[src/rtl/load_store_unit_if.sv]
// Request, DataMemory and response signals between execute stage, LSU and DataMemory.
// Latency: none (wires only).
// Backpressure: req_ready from the LSU; the response channel has no backpressure.
interface load_store_unit_if #(parameter int ADDR_WIDTH = 10);
    logic                  req_valid;
    logic                  req_ready;
    logic                  req_is_store;
    logic [2:0]            req_funct3;
    logic [31:0]           req_addr;
    logic [31:0]           req_store_data;
    logic [ADDR_WIDTH-1:0] dmem_address;
    logic                  dmem_write_enable;
    logic [31:0]           dmem_write_data;
    logic [3:0]            dmem_write_mask;
    logic [31:0]           dmem_read_data;
    logic                  resp_valid;
    logic                  resp_fault;
    logic [31:0]           resp_load_data;

    // LSU side
    modport slave (
        input  req_valid, req_is_store, req_funct3, req_addr, req_store_data, dmem_read_data,
        output req_ready, dmem_address, dmem_write_enable, dmem_write_data, dmem_write_mask,
               resp_valid, resp_fault, resp_load_data
    );

    // Execute stage / DataMemory side
    modport master (
        output req_valid, req_is_store, req_funct3, req_addr, req_store_data, dmem_read_data,
        input  req_ready, dmem_address, dmem_write_enable, dmem_write_data, dmem_write_mask,
               resp_valid, resp_fault, resp_load_data
    );
endinterface

[src/rtl/load_store_unit.sv]
// RV32I load/store unit: splits word-crossing accesses, lane-aligns stores, extends loads.
// Latency: accept to resp_valid = 1 (fault), 2 (single word), 3 (split) cycles.
// Backpressure: req_ready only in IDLE; response is a one-cycle pulse with no stall.
module load_store_unit #(
    parameter int ADDR_WIDTH = 10
) (
    input  logic              clk,
    input  logic              reset_n,
    load_store_unit_if.slave  bus
);
    typedef enum logic [1:0] {IDLE, ACC0, ACC1, RESP} state_t;

    state_t                state_q, state_d;
    logic                  is_store_q;
    logic [2:0]            funct3_q;
    logic [1:0]            off_q;
    logic [ADDR_WIDTH-1:0] word_q;
    logic                  split_q;
    logic                  fault_q;
    logic [63:0]           lane_q;
    logic [7:0]            mask_q;
    logic [31:0]           buf0_q;
    logic [31:0]           buf1_q;

    logic                  accept;
    logic [3:0]            size_mask;
    logic [3:0]            size_n;
    logic                  split_dec;
    logic                  illegal_dec;
    logic                  fault_dec;
    logic [63:0]           lane_dec;
    logic [7:0]            mask_dec;
    logic [31:0]           shifted;
    logic [31:0]           load_fmt;

    assign accept = bus.req_valid && (state_q == IDLE);

    // Decode the incoming request: size, split, fault and lane-aligned data/mask for both words
    always_comb begin
        case (bus.req_funct3[1:0])
            2'd0:    begin size_n = 4'd1; size_mask = 4'b0001; end
            2'd1:    begin size_n = 4'd2; size_mask = 4'b0011; end
            default: begin size_n = 4'd4; size_mask = 4'b1111; end
        endcase
        split_dec = ({2'b00, bus.req_addr[1:0]} + size_n) > 4'd4;
        if (bus.req_is_store)
            illegal_dec = bus.req_funct3 >= 3'd3;
        else
            illegal_dec = !(bus.req_funct3 inside {3'd0, 3'd1, 3'd2, 3'd4, 3'd5});
        // Split at the top word would need word 0 next; that wrap is rejected, not performed
        fault_dec = illegal_dec
                  || (|bus.req_addr[31:ADDR_WIDTH+2])
                  || (split_dec && (&bus.req_addr[ADDR_WIDTH+1:2]));
        lane_dec = {32'b0, bus.req_store_data} << {bus.req_addr[1:0], 3'b000};
        mask_dec = {4'b0000, size_mask} << bus.req_addr[1:0];
    end

    // Align the two captured words back down to the access offset and extend
    always_comb begin
        shifted = 32'({buf1_q, buf0_q} >> {off_q, 3'b000});
        case (funct3_q[1:0])
            2'd0:    load_fmt = {{24{~funct3_q[2] & shifted[7]}},  shifted[7:0]};
            2'd1:    load_fmt = {{16{~funct3_q[2] & shifted[15]}}, shifted[15:0]};
            default: load_fmt = shifted;
        endcase
    end

    // State register; reset drops any in-flight access, which also kills write_enable at once
    always_ff @(posedge clk or negedge reset_n) begin
        if (!reset_n) state_q <= IDLE;
        else          state_q <= state_d;
    end

    // Request capture on accept and read-data capture in each access cycle
    always_ff @(posedge clk or negedge reset_n) begin
        if (!reset_n) begin
            is_store_q <= 1'b0;
            funct3_q   <= 3'd0;
            off_q      <= 2'd0;
            word_q     <= '0;
            split_q    <= 1'b0;
            fault_q    <= 1'b0;
            lane_q     <= 64'd0;
            mask_q     <= 8'd0;
            buf0_q     <= 32'd0;
            buf1_q     <= 32'd0;
        end else begin
            if (accept) begin
                is_store_q <= bus.req_is_store;
                funct3_q   <= bus.req_funct3;
                off_q      <= bus.req_addr[1:0];
                word_q     <= bus.req_addr[ADDR_WIDTH+1:2];
                split_q    <= split_dec;
                fault_q    <= fault_dec;
                lane_q     <= lane_dec;
                mask_q     <= mask_dec;
                buf0_q     <= 32'd0;
                buf1_q     <= 32'd0;
            end
            if (state_q == ACC0) buf0_q <= bus.dmem_read_data;
            if (state_q == ACC1) buf1_q <= bus.dmem_read_data;
        end
    end

    // Next state and all outputs decoded from the registered state
    always_comb begin
        state_d               = state_q;
        bus.req_ready         = 1'b0;
        bus.dmem_address      = '0;
        bus.dmem_write_enable = 1'b0;
        bus.dmem_write_data   = 32'd0;
        bus.dmem_write_mask   = 4'd0;
        bus.resp_valid        = 1'b0;
        bus.resp_fault        = 1'b0;
        bus.resp_load_data    = 32'd0;
        case (state_q)
            IDLE: begin
                bus.req_ready = 1'b1;
                if (accept) state_d = fault_dec ? RESP : ACC0;
            end
            ACC0: begin
                bus.dmem_address      = word_q;
                bus.dmem_write_enable = is_store_q;
                bus.dmem_write_data   = lane_q[31:0];
                bus.dmem_write_mask   = mask_q[3:0];
                state_d               = split_q ? ACC1 : RESP;
            end
            ACC1: begin
                bus.dmem_address      = word_q + {{(ADDR_WIDTH-1){1'b0}}, 1'b1};
                bus.dmem_write_enable = is_store_q;
                bus.dmem_write_data   = lane_q[63:32];
                bus.dmem_write_mask   = mask_q[7:4];
                state_d               = RESP;
            end
            default: begin
                bus.resp_valid     = 1'b1;
                bus.resp_fault     = fault_q;
                bus.resp_load_data = (fault_q || is_store_q) ? 32'd0 : load_fmt;
                state_d            = IDLE;
            end
        endcase
    end
endmodule
[src/flat_wrapper.sv]
// flat-port wrapper written by rule: the top's interface ports become plain ports
module load_store_unit_flat 
#(
    parameter int ADDR_WIDTH = 10
)
  (clk, reset_n, bus_req_valid, bus_req_is_store, bus_req_funct3, bus_req_addr, bus_req_store_data, bus_dmem_read_data, bus_req_ready, bus_dmem_address, bus_dmem_write_enable, bus_dmem_write_data, bus_dmem_write_mask, bus_resp_valid, bus_resp_fault, bus_resp_load_data);
  load_store_unit_if #(.ADDR_WIDTH(ADDR_WIDTH)) bus_i ();
  input  logic clk;
  input  logic reset_n;
  input wire logic [$bits(bus_i.req_valid)-1:0] bus_req_valid;
  input wire logic [$bits(bus_i.req_is_store)-1:0] bus_req_is_store;
  input wire logic [$bits(bus_i.req_funct3)-1:0] bus_req_funct3;
  input wire logic [$bits(bus_i.req_addr)-1:0] bus_req_addr;
  input wire logic [$bits(bus_i.req_store_data)-1:0] bus_req_store_data;
  input wire logic [$bits(bus_i.dmem_read_data)-1:0] bus_dmem_read_data;
  output wire logic [$bits(bus_i.req_ready)-1:0] bus_req_ready;
  output wire logic [$bits(bus_i.dmem_address)-1:0] bus_dmem_address;
  output wire logic [$bits(bus_i.dmem_write_enable)-1:0] bus_dmem_write_enable;
  output wire logic [$bits(bus_i.dmem_write_data)-1:0] bus_dmem_write_data;
  output wire logic [$bits(bus_i.dmem_write_mask)-1:0] bus_dmem_write_mask;
  output wire logic [$bits(bus_i.resp_valid)-1:0] bus_resp_valid;
  output wire logic [$bits(bus_i.resp_fault)-1:0] bus_resp_fault;
  output wire logic [$bits(bus_i.resp_load_data)-1:0] bus_resp_load_data;
  assign bus_i.req_valid = bus_req_valid;
  assign bus_i.req_is_store = bus_req_is_store;
  assign bus_i.req_funct3 = bus_req_funct3;
  assign bus_i.req_addr = bus_req_addr;
  assign bus_i.req_store_data = bus_req_store_data;
  assign bus_i.dmem_read_data = bus_dmem_read_data;
  assign bus_req_ready = bus_i.req_ready;
  assign bus_dmem_address = bus_i.dmem_address;
  assign bus_dmem_write_enable = bus_i.dmem_write_enable;
  assign bus_dmem_write_data = bus_i.dmem_write_data;
  assign bus_dmem_write_mask = bus_i.dmem_write_mask;
  assign bus_resp_valid = bus_i.resp_valid;
  assign bus_resp_fault = bus_i.resp_fault;
  assign bus_resp_load_data = bus_i.resp_load_data;
  load_store_unit #(.ADDR_WIDTH(ADDR_WIDTH)) u_core (.clk(clk), .reset_n(reset_n), .bus(bus_i));
endmodule
[config.mk]
export PLATFORM = sky130hd
export DESIGN_NAME = load_store_unit_flat
export DESIGN_NICKNAME = d
export VERILOG_FILES = /design/src/rtl/load_store_unit_if.sv /design/src/rtl/load_store_unit.sv /design/src/flat_wrapper.sv
export SDC_FILE = /design/constraint.sdc
export NUM_CORES = 1
export LEC_CHECK = 0
export ABC_AREA = 1
export CORE_MARGIN = 4
export CORE_UTILIZATION = 56
export CTS_BUF_LIST = sky130_fd_sc_hd__clkbuf_4
export CTS_CLUSTER_DIAMETER = 60
export CTS_CLUSTER_SIZE = 28
export DETAILED_ROUTE_END_ITERATION = 8
export GPL_ROUTABILITY_DRIVEN = 1
export PLACE_DENSITY = 0.89
export SYNTH_ARGS = -nofsm -noshare
export SYNTH_HDL_FRONTEND = slang
export SYNTH_SLANG_ARGS = --single-unit
[constraint.sdc]
create_clock -name clk -period 4.4 [get_ports clk]
set_clock_uncertainty 0.05 [all_clocks]
set_input_delay 0.88 -clock clk [delete_from_list [all_inputs] [get_ports clk]]
set_output_delay 0.88 -clock clk [all_outputs]
set_load 0.02 [all_outputs]
==> impl_metrics.py, run 1 <==
metrics = {
    "clock_network": {
        "cts.clk_slew.worst_paths_ns": 0.14,
        "cts_inserted_buffers": 17,
        "cts_tree": "yes",
        "cts-root-buf": "clkbuf_4",
        "cts_sinks": 139,
        "clk-insertion-delay-late_ns": 0.57,
        "cts_max_level": 4,
        "clock_path_buffers": 2,
    },
    "setup_path": {
        "crit_path_start_kind": "flip-flop",
        "worstPathArrival_ns": 3.15,
        "cp-end-kind": "primary output",
        "worstPathMaxFanout": 13,
        "crit_type": "flip-flop to primary output",
        "cp_data_required_time_ns": 3.47,
    },
    "global_route": {
        "grt_max_degree": 100,
        "grt_pass1_vias": 7907,
        "grt_overflow": 0,
        "grt_usage_pct": 29.7,
        "antenna_found_initial": 0,
        "grt_first_pass_wirelength_um": 38200,
    },
    "die": {
        "core_area_um2": 13400,
        "fp-row-count": 42,
        "die_h_um": 126,
        "die_w_um": 126,
        "start_util_pct": 57.8,
        "io-pin-count": 185,
        "die_area_um2": 15800,
    },
    "pwr": {
        "switchingPower_w": 0.00304,
        "p_clk_share_pct": 12.4,
        "peakVddDrop_uv": 326,
        "swShare_pct": 47.5,
        "p_per_area_nw_per_um2": 646,
        "power.leakage_nw": 4.63,
        "comb_power_share_pct": 53.1,
        "internal-power_w": 0.00336,
        "power_frac_seq_pct": 34.5,
    },
    "synth": {
        "ys_seq_area_share_pct": 44.9,
        "synth-seq-cells": 139,
        "synthCells": 1044,
        "synth-edff-count": 0,
        "synth_xor_area_share_pct": 0,
        "syn_nets": 1156,
        "synth_top_family_by_area": "compound AO/OA/AOI/OAI gates",
        "synthAdderAreaFrac_pct": 1.55,
        "syn_area_per_cell_um2": 7.42,
        "synth_area_leaders": "dfrtp_1, nand2_1, inv_1",
        "ys_warn_count": 0,
        "synthSimpleGateAreaFrac_pct": 18.7,
        "synth_top_area_cell": "dfrtp_1",
        "synthFlopType": "dfrtp_1",
        "yosys.area.top_type_share_pct": 44.9,
        "synth_area_um2": 7750,
        "synth.distinct_cells": 35,
        "synthMuxAreaShare_pct": 0.387,
        "synth_compound_area_share_pct": 21.7,
        "ys_async_sr_fraction_pct": 100,
    },
    "route": {
        "viasPerCell": 5.74,
        "postRouteAntennaNets": 0,
        "drtIter0Drc": 1081,
        "wirelength_um": 23800,
        "detail_route.wl_per_cell_um": 17.1,
        "first_pass_iters": 6,
        "via_count": 7972,
        "drc": 0,
    },
    "timing": {
        "finalMaxSlewViolations": 0,
        "rsz0062_at_grt": "false",
        "fin_ws_ns": 0.324,
        "max_freq_mhz": 245,
        "tightest_slew_ns": 0.920,
        "finalHoldViolCount": 0,
        "setup_viol": 0,
        "fin_crit_sh_pct": 92.6,
        "tns_ns": 0,
        "fin_crit_ns": 4.08,
        "slew_headroom_pct": 38.7,
    },
    "layout": {
        "utilization_pct": 73.9,
        "final_common_cell": "nand2_1",
        "area_growth_pct": 27.8,
        "diodes": 0,
        "nNetsFinal": 1311,
        "drive_gt1_share_pct": 5.20,
        "final_cell_mix": "nand2_1, clkdlybuf4s50_1, inv_1, dfrtp_1, o21ai_0",
    },
    "job": {
        "maxCapViolations": 0,
    },
    "worst_hold_path": {
        "hold_class": "primary input to async pin",
    },
    "placement": {
        "gp_congestion": 0.921,
        "io_buffers": 184,
        "dp_hpwl_um": 16600,
        "place_ws_ns": 0.927,
    },
    "run_status": {
        "outcome": "finished, final reports clean",
    },
}
cells in the mapped netlist (3+ instances only):
| cell | number |
|---|---|
| mux2i_1 | 3 |
| dfrtp_1 | 139 |
| nand3_1 | 41 |
| buf_4 | 3 |
| buf_1 | 3 |
| clkbuf_1 | 36 |
| o221ai_1 | 16 |
| a211oi_1 | 14 |
| o211ai_1 | 17 |
| buf_6 | 4 |
| buf_2 | 19 |
| o22ai_1 | 75 |
| ha_1 | 8 |
| a21oi_1 | 27 |
| inv_1 | 177 |
| o21ai_0 | 131 |
| clkinv_1 | 3 |
| nand2_1 | 259 |
| nor2_1 | 50 |
sequential cells by signal (all words and copies together) (netlist names):
signal             count
u_core.split_q         1
u_core.is_store_q      1
u_core.funct3_q        3
u_core.state_q         2
u_core.lane_q         56
u_core.off_q           2
u_core.buf0_q         32
u_core.fault_q         1
u_core.mask_q          7
u_core.buf1_q         24
u_core.word_q         10
per-stage QoR:
stage	power, W	std cells	cell area, µm²	hold slack [ns]
after floorplan	0.00437	1044	7750	0.409
after global placement	0.00543	1356	9650	0.424
after detailed placement	0.00554	1356	9650	0.430
after CTS	0.00633	1388	9910	0.352
after global routing	0.00684	1388	9910	0.362
final	0.00640	1388	9910	0.331
final timing paths:
| check | startpoint | to | slack [ns] | cells past startpoint |
|---|---|---|---|---|
| worst max-delay path | u_core.state_q[0]$_DFFE_PN0P_ | bus_dmem_address[6] | 0.32 | 7 |
| worst min-delay path | reset_n | u_core.buf1_q[20]$_DFFE_PN0P_ | 0.33 | 1 |
| worst max register to register | u_core.state_q[0]$_DFFE_PN0P_ | u_core.lane_q[22]$_DFFE_PN0P_ | 1.67 | 6 |
| worst min register to register | u_core.lane_q[33]$_DFFE_PN0P_ | u_core.lane_q[33]$_DFFE_PN0P_ | 0.47 | 2 |
| max in group asynchronous | reset_n | u_core.buf1_q[21]$_DFFE_PN0P_ | 3.07 | 2 |
| min in group clk | u_core.lane_q[33]$_DFFE_PN0P_ | u_core.lane_q[33]$_DFFE_PN0P_ | 0.47 | 2 |
routing by layer:
layer / wire length [µm] / global-route usage, %
met1: 9320 / 38.5
met2: 11100 / 47.7
met3: 2480 / 6.82
met4: 874 / 13.6
met5: 0 / 0
cells by family (layout without fill, tap and decap cells):
group | after synthesis | in the layout
flip-flops | 139 | 139
AO/OA/AOI/OAI | 287 | 287
buffers and inverters | 246 | 414
AND/OR/NAND/NOR | 360 | 360
multiplexers | 3 | 3
adder cells (fa/ha/maj) | 9 | 9
repair_timing:
action | CTS | global route
gates resized for setup | 0 | 1
hold buffers | 0 | 0
setup buffers | 0 | 0
endpoints found under the setup margin | 0 | 1
power groups by stage:
stage,combinational (W),clock [W],sequential [W]
floorplan,0.00230,0,0.00207
global placement,0.00325,0,0.00218
detailed placement,0.00333,0,0.00221
CTS,0.00335,0.000789,0.00219
global route,0.00373,0.000852,0.00226
finish,0.00340,0.000793,0.00221
worst max-delay path, stage by stage, from the launching register on:
cell	delay [ns]
dfrtp_1	0.44
inv_1	0.10
ha_1	0.35
nand2_1	0.39
clkinv_1	0.47
nand2_1	0.17
o21ai_0	0.11
clkdlybuf4s50_1	0.55
cell type report:
| cell class | instances | area, µm² |
|---|---|---|
| repair buffers | 201 | 1980 |
| fillers | 1003 | 3490 |
| clock buffers | 17 | 128 |
| multi-input cells | 659 | 3290 |
| flip-flops and latches | 139 | 3480 |
| clock inverters | 15 | 130 |
| inverters | 181 | 679 |
| well taps | 176 | 220 |
(Power assumes the default switching activity.)
==> inputs of run 2 (changes only) <==
--- a/config.mk
+++ b/config.mk
@@ -13,7 +13,7 @@
 export CTS_CLUSTER_SIZE = 28
 export DETAILED_ROUTE_END_ITERATION = 8
 export GPL_ROUTABILITY_DRIVEN = 1
-export PLACE_DENSITY = 0.89
+export PLACE_DENSITY_LB_ADDON = 0.3
 export SYNTH_ARGS = -nofsm -noshare
 export SYNTH_HDL_FRONTEND = slang
 export SYNTH_SLANG_ARGS = --single-unit
==> impl_metrics.py, run 2 (synthesis gave the netlist of run 1 again) <==
metrics = {
    "route": {
        "drc": 0,
        "wirelength_um": 23700,
        "viasPerCell": 5.80,
        "postRouteAntennaNets": 0,
        "drtIter0Drc": 1065,
        "first_pass_iters": 6,
        "via_count": 8043,
        "detail_route.wl_per_cell_um": 17.1,
    },
    "clock_network": {
        "cts_tree": "yes",
        "cts.clk_slew.worst_paths_ns": 0.13,
        "clock_path_buffers": 2,
        "cts_hold_buf": 0,
        "clk-insertion-delay-late_ns": 0.58,
        "cts-root-buf": "clkbuf_4",
        "post_cts_resize_count": 0,
        "cts_inserted_buffers": 17,
        "cts_max_level": 4,
        "cts_setup_buffers": 0,
        "cts_sinks": 139,
    },
    "layout": {
        "fillers": 1010,
        "largest-register": "u_core.lane_q",
        "utilization_pct": 74.8,
        "area_growth_pct": 29.4,
        "seqCellArea_um2": 3480,
        "final_common_cell": "nand2_1",
        "multiInputGateArea_um2": 3290,
        "final_cell_mix": "nand2_1, clkdlybuf4s50_1, inv_1, dfrtp_1, o21ai_0",
        "drive_gt1_share_pct": 5.04,
        "fin_area_um2": 10000,
        "largestRegisters": "u_core.lane_q: 56 flops, u_core.buf0_q: 32 flops, u_core.buf1_q: 24 flops",
        "diodes": 0,
        "nNetsFinal": 1310,
        "largest_reg_flops": 56,
    },
    "setup_path": {
        "slowest_delay_ns": 0.98,
        "cp_data_required_time_ns": 3.47,
        "crit_type": "flip-flop to primary output",
        "crit_slowest_cell": "dfrtp_2",
        "worstPathArrival_ns": 3.22,
        "cp-end-kind": "primary output",
        "reg2reg_slack_ns": 1.64,
        "worstRegToRegCells": 6,
        "r2r_start": "u_core.state_q[0]$_DFFE_PN0P_",
        "cp_num_buf_inv": 3,
        "crit_chain": "buf_4, o21ai_0, o21ai_0, nand2_1, nand3_1, nand2_1, inv_1, clkdlybuf4s50_1",
        "crit_path_start_kind": "flip-flop",
        "worstPathMaxFanout": 55,
        "r2r_end": "u_core.lane_q[32]$_DFFE_PN0P_",
        "critPathTopFamily": "buffers and inverters",
    },
    "timing": {
        "max_freq_mhz": 241,
        "fin_crit_sh_pct": 94.2,
        "fin_crit_ns": 4.15,
        "finalHoldViolCount": 0,
        "slew_headroom_pct": 31.5,
        "tightest_slew_ns": 1.03,
        "tns_ns": 0,
        "setup_viol": 0,
        "rsz0062_at_grt": "false",
        "fin_ws_ns": 0.254,
        "holdWs_ns": 0.383,
        "finalMaxSlewViolations": 0,
    },
    "global_route": {
        "grt_overflow": 0,
        "grt_max_degree": 114,
        "grt_usage_pct": 29.8,
        "antenna_found_initial": 0,
        "grt_pass1_vias": 7727,
        "grt_first_pass_wirelength_um": 37900,
    },
    "die": {
        "io-pin-count": 185,
        "die_h_um": 126,
        "start_util_pct": 57.8,
        "die_w_um": 126,
        "die_area_um2": 15800,
        "core_area_um2": 13400,
        "fp-row-count": 42,
    },
    "run_status": {
        "outcome": "finished, final reports clean",
    },
    "job": {
        "maxCapViolations": 0,
    },
    "placement": {
        "place_ws_ns": 0.955,
        "io_buffers": 184,
        "gp_congestion": 0.910,
        "dp_hpwl_um": 16400,
        "place_area_um2": 9630,
    },
    "pwr": {
        "peakVddDrop_uv": 364,
        "power.leakage_nw": 4.69,
        "p_per_area_nw_per_um2": 670,
    },
    "worst_hold_path": {
        "hold_class": "primary input to async pin",
    },
}
==> run 2: cell count changes in the layout (fill, tap and decap cells not counted) <==
cell and change:
inv_6 -6, buf_12 -1, dfrtp_2 +1, bufinv_16 +7, inv_8 -1, clkinv_1 +1, dfrtp_4 -1, clkinvlp_4 -2
clkbuf_4 +1
==> run 2: stage by stage <==
stage | cells | power (W)
2_1_floorplan | 1044 | 0.00437
3_3_place_gp | 1355 | 0.00542
3_5_place_dp | 1355 | 0.00553
4_1_cts | 1387 | 0.00668
5_1_grt | 1387 | 0.00718
6_report | 1387 | 0.00672
==> run 2: how the worst max path moves through the flow <==
stage / cells past startpoint / startpoint / to
2_1_floorplan: 6 / u_core.state_q[0]$_DFFE_PN0P_ / bus_resp_load_data[6]
4_1_cts: 8 / u_core.off_q[0]$_DFFE_PN0P_ / bus_resp_load_data[21]
6_report: 8 / u_core.off_q[0]$_DFFE_PN0P_ / bus_resp_load_data[21]
3_5_place_dp: 8 / u_core.off_q[0]$_DFFE_PN0P_ / bus_resp_load_data[21]
5_1_grt: 8 / u_core.off_q[0]$_DFFE_PN0P_ / bus_resp_load_data[17]
3_3_place_gp: 8 / u_core.off_q[0]$_DFFE_PN0P_ / bus_resp_load_data[21]
==> run 2: metal layers <==
metal | wire, µm | GRT usage [%]
met4 | 962 | 13.6
met1 | 9140 | 38.2
met5 | 0 | 0
met2 | 11400 | 48.4
met3 | 2210 | 6.65
==> run 2: power breakdown <==
group          switching, W  internal [W]
Clock              0.000499      0.000632
Combinational       0.00212       0.00126
Sequential         0.000366       0.00185
==> run 2: area by class of cell <==
class                      count  share of cell area, %
clock buffer                  18                   1.35
clock inverter                14                   2.64
inverter                     181                   6.77
multi-input combinational    659                   32.8
sequential                   139                   34.7
tap                          176                   2.20
timing repair buffer         200                   19.6
==> inputs of run 3 (changes only) <==
--- a/config.mk
+++ b/config.mk
@@ -14,6 +14,7 @@
 export DETAILED_ROUTE_END_ITERATION = 8
 export GPL_ROUTABILITY_DRIVEN = 1
 export PLACE_DENSITY_LB_ADDON = 0.3
+export REMOVE_ABC_BUFFERS = 1
 export SYNTH_ARGS = -nofsm -noshare
 export SYNTH_HDL_FRONTEND = slang
 export SYNTH_SLANG_ARGS = --single-unit
==> impl_metrics.py, run 3 (synthesis gave the netlist of run 1 again) <==
metrics = {
    "layout": {
        "largest_reg_flops": 56,
        "largestRegisters": "u_core.lane_q: 56 flops, u_core.buf0_q: 32 flops, u_core.buf1_q: 24 flops",
        "nNetsFinal": 1310,
        "diodes": 0,
        "largest-register": "u_core.lane_q",
        "final_cell_mix": "nand2_1, clkdlybuf4s50_1, inv_1, dfrtp_1, o21ai_0",
        "drive_gt1_share_pct": 4.96,
        "area_growth_pct": 27.6,
        "utilization_pct": 73.8,
        "final_common_cell": "nand2_1",
    },
    "global_route": {
        "grt_first_pass_wirelength_um": 36800,
        "grt_usage_pct": 28.4,
        "grt_pass1_vias": 7614,
        "grt_max_degree": 116,
        "antenna_found_initial": 0,
        "grt_overflow": 0,
    },
    "die": {
        "io-pin-count": 185,
        "die_area_um2": 15800,
        "core_area_um2": 13400,
        "die_w_um": 126,
        "start_util_pct": 57.8,
        "fp-row-count": 42,
        "die_h_um": 126,
    },
    "timing": {
        "setup_viol": 0,
        "tightest_slew_ns": 1.05,
        "holdWs_ns": 0.359,
        "slew_headroom_pct": 30.0,
        "fin_crit_ns": 4.06,
        "finalMaxSlewViolations": 0,
        "fin_crit_sh_pct": 92.3,
        "rsz0062_at_grt": "false",
        "tns_ns": 0,
        "max_freq_mhz": 246,
        "finalHoldViolCount": 0,
    },
    "placement": {
        "gp_congestion": 0.895,
        "io_buffers": 184,
        "dp_hpwl_um": 15300,
    },
    "route": {
        "viasPerCell": 5.59,
        "first_pass_iters": 5,
        "via_count": 7746,
        "detail_route.wl_per_cell_um": 16.1,
        "drtIter0Drc": 865,
        "wirelength_um": 22300,
        "postRouteAntennaNets": 0,
        "drc": 0,
    },
    "run_status": {
        "outcome": "finished, final reports clean",
    },
    "setup_path": {
        "crit_type": "flip-flop to primary output",
        "crit_path_start_kind": "flip-flop",
        "cp_data_required_time_ns": 3.47,
        "worstPathArrival_ns": 3.13,
        "crit_chain": "buf_4, o21ai_0, o21ai_0, nand2_1, nand3_1, nand2_1, inv_1, clkdlybuf4s50_1",
        "reg2reg_slack_ns": 1.91,
        "cp-end-kind": "primary output",
        "cp_num_buf_inv": 3,
        "slowest_delay_ns": 0.85,
        "worstPathMaxFanout": 49,
        "crit_slowest_cell": "dfrtp_2",
        "critPathTopFamily": "buffers and inverters",
    },
    "job": {
        "maxCapViolations": 0,
    },
    "clock_network": {
        "cts-root-buf": "clkbuf_4",
        "cts_setup_buffers": 0,
        "clk-insertion-delay-late_ns": 0.56,
        "clock_path_buffers": 2,
        "cts_tree": "yes",
        "post_cts_resize_count": 0,
        "cts.clk_slew.worst_paths_ns": 0.12,
        "cts_sinks": 139,
        "cts_inserted_buffers": 17,
        "cts_hold_buf": 0,
        "cts_max_level": 4,
    },
    "worst_hold_path": {
        "hold_class": "primary input to async pin",
    },
    "pwr": {
        "power.leakage_nw": 4.63,
        "p_per_area_nw_per_um2": 637,
        "peakVddDrop_uv": 354,
    },
}
==> run 3: final cells by class <==
class,instances,area [µm²]
fillers,1048,3510
flip-flops and latches,139,3480
multi-input cells,659,3290
repair buffers,200,1960
inverters,181,679
well taps,176,220
clock inverters,14,131
clock buffers,17,128
==> run 3: worst paths after layout <==
kind,start,to,cells after the start
min,reset_n,u_core.buf0_q[1]$_DFFE_PN0P_,1
max reg2reg,u_core.state_q[0]$_DFFE_PN0P_,u_core.buf1_q[8]$_DFFE_PN0P_,5
min reg2reg,u_core.lane_q[21]$_DFFE_PN0P_,u_core.lane_q[21]$_DFFE_PN0P_,2
max,u_core.off_q[0]$_DFFE_PN0P_,bus_resp_load_data[20],8
max in group asynchronous,reset_n,u_core.buf1_q[10]$_DFFE_PN0P_,2
min in group clk,u_core.lane_q[21]$_DFFE_PN0P_,u_core.lane_q[21]$_DFFE_PN0P_,2
==> run 3: stage by stage <==
step	setup WS [ns]	power [W]	instance area, µm²	std cells
floorplan	0.515	0.00420	7440	979
global placement	1.00	0.00537	9630	1355
detailed placement	0.948	0.00547	9630	1355
CTS	0.340	0.00628	9890	1386
global route	0.0581	0.00679	9890	1386
finish	0.339	0.00629	9890	1386
==> run 3: where the power goes <==
group,total (W),leakage (nW),switching [W],internal [W]
Clock,0.000797,0.144,0.000472,0.000325
Combinational,0.00330,2.71,0.00204,0.00126
Sequential,0.00220,1.77,0.000350,0.00185
Total,0.00629,4.63,0.00286,0.00343
==> run 3: worst reg2reg max path, stage by stage, from the launching register on <==
cell and delay (ns):
dfrtp_1 0.41, inv_1 0.08, ha_1 0.27, nand2_2 0.51
nand2_1 0.69, o22ai_1 0.37
==> run 3: metal layers <==
| layer | wire length (µm) | track usage, % | share of wire (%) |
|---|---|---|---|
| met1 | 9100 | 36.6 | 41 |
| met2 | 10900 | 47.6 | 49 |
| met4 | 376 | 8.10 | 1.7 |
| met5 | 0 | 0 | 0 |
| met3 | 1940 | 7.41 | 8.7 |
